### src/rtl/mem_access_stage.sv
// MiniMIPS32 memory-access stage: LB/LW/SB/SW over a req/ack data bus,
// stalling until completion, with MEM/WB payload and forwarding outputs.
module mem_access_stage #(
    parameter int TIMEOUT_CYCLES = 255,
    parameter int CNT_W          = 8
) (
    input  logic        cpu_clk_50M,
    input  logic        cpu_rst,
    input  logic [7:0]  mem_aluop_i,
    input  logic [4:0]  mem_wa_i,
    input  logic        mem_wreg_i,
    input  logic        mem_mreg_i,
    input  logic        mem_whilo_i,
    input  logic [31:0] mem_wd_i,
    input  logic [31:0] mem_din_i,
    input  logic [63:0] mem_hilo_i,
    input  logic        stall_hold_i,
    output logic        dm_req,
    output logic [3:0]  dm_we,
    output logic [31:0] dm_addr,
    output logic [31:0] dm_wdata,
    input  logic        dm_ack,
    input  logic [31:0] dm_rdata,
    output logic [4:0]  mem_wa_o,
    output logic        mem_wreg_o,
    output logic        mem_mreg_o,
    output logic        mem_whilo_o,
    output logic [63:0] mem_hilo_o,
    output logic [31:0] mem_dreg_o,
    output logic        mem2id_wreg,
    output logic [4:0]  mem2id_wa,
    output logic [31:0] mem2id_wd,
    output logic        mem2exe_whilo,
    output logic [63:0] mem2exe_hilo,
    output logic        stallreq_mem,
    output logic        mem_err_o
);

    localparam logic [7:0] OP_LB = 8'h90;
    localparam logic [7:0] OP_LW = 8'h92;
    localparam logic [7:0] OP_SB = 8'h98;
    localparam logic [7:0] OP_SW = 8'h9A;
    localparam logic [CNT_W-1:0] TMO = CNT_W'(TIMEOUT_CYCLES);

    typedef enum logic [1:0] {IDLE, WAIT, DONE} state_t;

    state_t           state;
    logic [CNT_W-1:0] cnt;
    logic [31:0]      rbuf;
    logic             err_q;

    logic       is_lb, is_lw, is_sb, is_sw, is_load, is_mem;
    logic [1:0] lane;
    logic       misalign, start, req, done;
    logic [7:0] lb_byte;
    logic [31:0] load_val;

    assign is_lb    = (mem_aluop_i == OP_LB);
    assign is_lw    = (mem_aluop_i == OP_LW);
    assign is_sb    = (mem_aluop_i == OP_SB);
    assign is_sw    = (mem_aluop_i == OP_SW);
    assign is_load  = is_lb | is_lw;
    assign is_mem   = is_load | is_sb | is_sw;
    assign lane     = mem_wd_i[1:0];
    assign misalign = (is_lw | is_sw) & (lane != 2'b00);
    assign start    = (state == IDLE) & is_mem & ~misalign;
    assign req      = start | (state == WAIT);
    assign done     = (state == DONE);

    always_comb begin
        lb_byte = rbuf[7:0];
        unique case (lane)
            2'd0: lb_byte = rbuf[7:0];
            2'd1: lb_byte = rbuf[15:8];
            2'd2: lb_byte = rbuf[23:16];
            2'd3: lb_byte = rbuf[31:24];
        endcase
    end

    assign load_val = is_lb ? {{24{lb_byte[7]}}, lb_byte} : rbuf;

    always_ff @(posedge cpu_clk_50M) begin
        if (cpu_rst) begin
            state <= IDLE;
            cnt   <= '0;
            rbuf  <= '0;
            err_q <= 1'b0;
        end else begin
            unique case (state)
                IDLE: begin
                    if (start) begin
                        if (dm_ack) begin
                            rbuf  <= is_load ? dm_rdata : 32'h0;
                            err_q <= 1'b0;
                            state <= DONE;
                        end else begin
                            cnt   <= CNT_W'(1);
                            state <= WAIT;
                        end
                    end
                end
                WAIT: begin
                    if (dm_ack) begin
                        rbuf  <= is_load ? dm_rdata : 32'h0;
                        err_q <= 1'b0;
                        state <= DONE;
                    end else if (cnt == TMO) begin
                        rbuf  <= 32'h0;
                        err_q <= 1'b1;
                        state <= DONE;
                    end else begin
                        cnt <= cnt + CNT_W'(1);
                    end
                end
                DONE: begin
                    if (!stall_hold_i) state <= IDLE;
                end
                default: state <= IDLE;
            endcase
        end
    end

    always_comb begin
        dm_req        = 1'b0;
        dm_we         = 4'h0;
        dm_addr       = 32'h0;
        dm_wdata      = 32'h0;
        mem_wa_o      = 5'h0;
        mem_wreg_o    = 1'b0;
        mem_mreg_o    = 1'b0;
        mem_whilo_o   = 1'b0;
        mem_hilo_o    = 64'h0;
        mem_dreg_o    = 32'h0;
        mem_err_o     = 1'b0;
        stallreq_mem  = 1'b0;
        mem2exe_whilo = 1'b0;
        mem2exe_hilo  = 64'h0;
        if (!cpu_rst) begin
            dm_req = req;
            if (req) begin
                dm_addr = {mem_wd_i[31:2], 2'b00};
                if (is_sb) begin
                    dm_we    = 4'(4'b0001 << lane);
                    dm_wdata = {4{mem_din_i[7:0]}};
                end else if (is_sw) begin
                    dm_we    = 4'hF;
                    dm_wdata = mem_din_i;
                end
            end
            mem_wa_o      = mem_wa_i;
            mem_wreg_o    = mem_wreg_i;
            mem_mreg_o    = mem_mreg_i;
            mem_whilo_o   = mem_whilo_i;
            mem_hilo_o    = mem_hilo_i;
            mem_dreg_o    = mem_wd_i;
            stallreq_mem  = req;
            mem2exe_whilo = mem_whilo_i;
            mem2exe_hilo  = mem_hilo_i;
            if (state == IDLE && misalign) begin
                mem_wreg_o = 1'b0;
                mem_dreg_o = 32'h0;
                mem_err_o  = 1'b1;
            end
            if (done) begin
                mem_dreg_o = load_val;
                mem_err_o  = err_q;
                if (err_q) mem_wreg_o = 1'b0;
            end
        end
    end

    // Decode must never forward a load result that is still in flight.
    assign mem2id_wreg = mem_wreg_o & ~stallreq_mem;
    assign mem2id_wa   = mem_wa_o;
    assign mem2id_wd   = mem_dreg_o;

endmodule

### config.mk
export PLATFORM = sky130hd
export DESIGN_NAME = mem_access_stage
export DESIGN_NICKNAME = d
export VERILOG_FILES = /design/src/rtl/mem_access_stage.sv
export SDC_FILE = /design/constraint.sdc
export NUM_CORES = 1
export LEC_CHECK = 0
export CORE_AREA = 10 10 170 172
export DETAILED_ROUTE_END_ITERATION = 10
export DIE_AREA = 0 0 180 182
export PLACE_DENSITY_LB_ADDON = 0.25
export SLEW_MARGIN = 30
export SYNTH_ARGS = -nofsm -noshare
export SYNTH_HDL_FRONTEND = slang
export SYNTH_SLANG_ARGS = --single-unit
### constraint.sdc
create_clock -name cpu_clk_50M -period 1.65 [get_ports cpu_clk_50M]
set_input_delay 0.165 -clock cpu_clk_50M [delete_from_list [all_inputs] [get_ports cpu_clk_50M]]
set_output_delay 0.165 -clock cpu_clk_50M [all_outputs]
set_load 0.02 [all_outputs]
==> impl_metrics.csv <==
group,metric,value,unit
final_layout,final_cells,1482,
logic_synthesis,synth_area_leader_cell,"dfxtp_1",
pwr,intPower,0.00289,W
floorplanning,start_util,18.2,%
flow_run,maxCapViolations,0,
critical_path,crit_path_start,"rbuf[23]",
final_layout,synthToLayoutAreaGrowth,164,%
floorplanning,die_area,32800,µm²
global_routing,grt_use_total,17.2,%
logic_synthesis,syn_area,4650,µm²
pwr,clock_power_share,31.5,%
cts,ctsHoldBuffers,0,
critical_path,arrival,2.00,ns
pwr,switchingPower,0.00136,W
sta,worst_slack,-0.517,ns
cts,cts_tree,"done",
cts,cts_max_level,2,
placement,pre_cts_slack,-1.21,ns
sta,fmax,461,MHz
critical_path,reg2reg_slack,-0.33,ns
global_routing,gr-total-overflow,0,
cts,worstSkewPairLatency,0.29,ns
floorplanning,core_area,25600,µm²
detailed_routing,drt_iter0_markers,215,
logic_synthesis,ys_top_cells_by_count,"nand2_1 (108), buf_4 (105), nor2b_1 (74), dfxtp_1 (43), and2_1 (40)",
floorplanning,ios,458,
final_layout,diodes,0,
detailed_routing,wl_per_cell,20.6,µm
placement,numPlacedInstances,1398,
pwr,pwr-share-seq,24.4,%
run_status,failed_checks,"negative setup slack",
critical_path,rr_startpoint,"state[0]",
final_layout,drive_gt1_share,47.3,%
logic_synthesis,yosysMostFrequentCell,"nand2_1",
sta,final_max_slew_viol_count,0,
detailed_routing,dr.pass1.iters,4,
hold_path,min_path_type,"primary input to flop",
cts,cts_made_buffers,5,
sta,grt_setup_unrepaired,"true",
global_routing,grt_max_degree,40,
critical_path,crit_type,"flop to output pin",
detailed_routing,vias,6266,
detailed_routing,ant_nets,0,
pwr,p_total,0.00425,W
pwr,vdd_ir_drop_max,0.333,mV
global_routing,antenna_found_initial,0,
detailed_routing,drc_errors,0,
placement,gp_congestion,0.900,
placement,io_buffers,455,
logic_synthesis,avgSynthCellArea,7.25,µm²
logic_synthesis,synth_top_area_share,18.5,%
detailed_routing,vias_per_cell,4.23,
sta,min_period,2.17,ns
floorplanning,rows,59,
logic_synthesis,ys.flop_type,"dfxtp_1",
critical_path,rr_endpoint,"rbuf[17]",
critical_path,r2r_cells,11,
placement,dp_hpwl,23300,µm
cts,cts_buffer_depth,2,
critical_path,worstPathRequired,1.48,ns
detailed_routing,wl,30600,µm
hold_path,worstHoldEndpoint,"err_q",
critical_path,path_max_fanout,5,
pwr,cellLeakagePower,5.19,nW
logic_synthesis,yosysUniqueCellTypes,47,
cts,clock-sinks,43,
final_layout,utilization,47.9,%
critical_path,critPathLaunchType,"flop",
sta,hold_ws,0.227,ns
pwr,power_switching_share,32.1,%
cts,cts-root-buf,"clkbuf_16",
logic_synthesis,ys_seq_area_share,18.5,%
hold_path,min_from,"cpu_rst",
floorplanning,die_w,180,µm
logic_synthesis,yosysWarnings,0,
logic_synthesis,synth_area_leaders,"dfxtp_1 (18%), buf_4 (17%), nor2b_1 (9.9%)",
final_layout,final_nets,1327,
sta,final-hold-violation-count,0,
global_routing,grt_pass1_vias,6717,
logic_synthesis,synth-edff-count,0,
sta,fin_crit_sh,131,%
critical_path,crit_path_end_kind,"output pin",
hold_path,whs_path_depth,3,
cts,clk_pin_slew,0.07,ns
floorplanning,die_h,182,µm
logic_synthesis,synthCells,642,
pwr,comb_power_share,44.1,%
logic_synthesis,async_flop_share,0,%
sta,fin_skew,0.00568,ns
run_status,status,"complete, but fails checks",
global_routing,grt_pass1_wl,44100,µm
sta,finalSetupViolCount,171,
logic_synthesis,synth_seq_cells,43,
pwr,power_density,346,nW/µm²
## state kept, by name, summed over array words and instances, names as in the netlist
name / count
err_q: 1
state: 2
rbuf: 32
cnt: 8
## worst max path at each step
stage	to	slack [ns]
2_1_floorplan	mem_dreg_o[2]	-0.16
6_report	mem_dreg_o[22]	-0.52
5_1_grt	mem_dreg_o[26]	-0.55
3_3_place_gp	dm_wdata[16]	-1.18
4_1_cts	mem2id_wd[28]	-0.54
3_5_place_dp	dm_wdata[16]	-1.21
## cells in the final DEF (no fill, tap or decap), types with 13 or more instances in the layout
cell and instances:
a21oi_2 13, nand2_1 83, mux2i_1 36, clkdlybuf4s50_1 170, dfxtp_1 37, a21oi_4 19
nor2b_1 71, o2bb2ai_4 25, nand2_2 15, buf_12 27, nor2_1 29, and2_4 39
buf_4 105, dlygate4sd2_1 129, buf_6 182
## repair_timing
action / in CTS / in global routing
gates cloned: 11 / 1
pin swaps: 47 / 37
setup endpoints to repair: 313 / 186
buffers inserted: 56 / 25
resized for setup: 1034 / 156
## critical path: stages, from the launching register on
cell	delay, ns
dfxtp_2	0.36
mux4_2	0.25
inv_2	0.04
a211o_4	0.37
buf_12	0.15
buf_16	0.13
buf_4	0.13
o2bb2ai_4	0.12
buf_4	0.16
## cell type report
class	instances	area, µm²
Fill cell	2488	13400
Timing Repair Buffer	645	6630
Multi-Input combinational cell	444	4110
Sequential cell	43	873
Tap cell	335	419
Clock buffer	5	125
Clock inverter	3	67.6
Inverter	7	38.8
## power groups by stage
stage / clock [W] / combinational (W) / sequential [W]
finish: 0.00134 / 0.00187 / 0.00103
detailed placement: 0 / 0.00188 / 0.00106
floorplan: 0 / 0.000927 / 0.00106
CTS: 0.00136 / 0.00184 / 0.00104
global placement: 0 / 0.00188 / 0.00106
global route: 0.00141 / 0.00197 / 0.00103
## cells by family after synthesis
group	share of synthesized area [%]
other	0.0806
buffers and inverters	22.3
flip-flops	18.5
AO/OA/AOI/OAI	15.7
multiplexers	9.92
adder cells (fa/ha/maj)	0.269
AND/OR/NAND/NOR	33.2
## metal layers
metal | global-route usage, % | vias up | part of all wire [%]
li1 | - | 3066 | -
met1 | 19.9 | 2972 | 41
met2 | 31.4 | 215 | 52
met3 | 5.17 | 13 | 6.6
met4 | 1.82 | 0 | 0.76
met5 | 0 | - | 0
## stage by stage
stage	TNS [ns]	instance area (µm²)
6_report	-55.37	12300
5_1_grt	-64.70	12300
4_1_cts	-46.53	11600
3_5_place_dp	-196.09	10400
3_3_place_gp	-192.13	10400
2_1_floorplan	-9.03	5620
No activity file was read; power rests on OpenSTA's default activity.
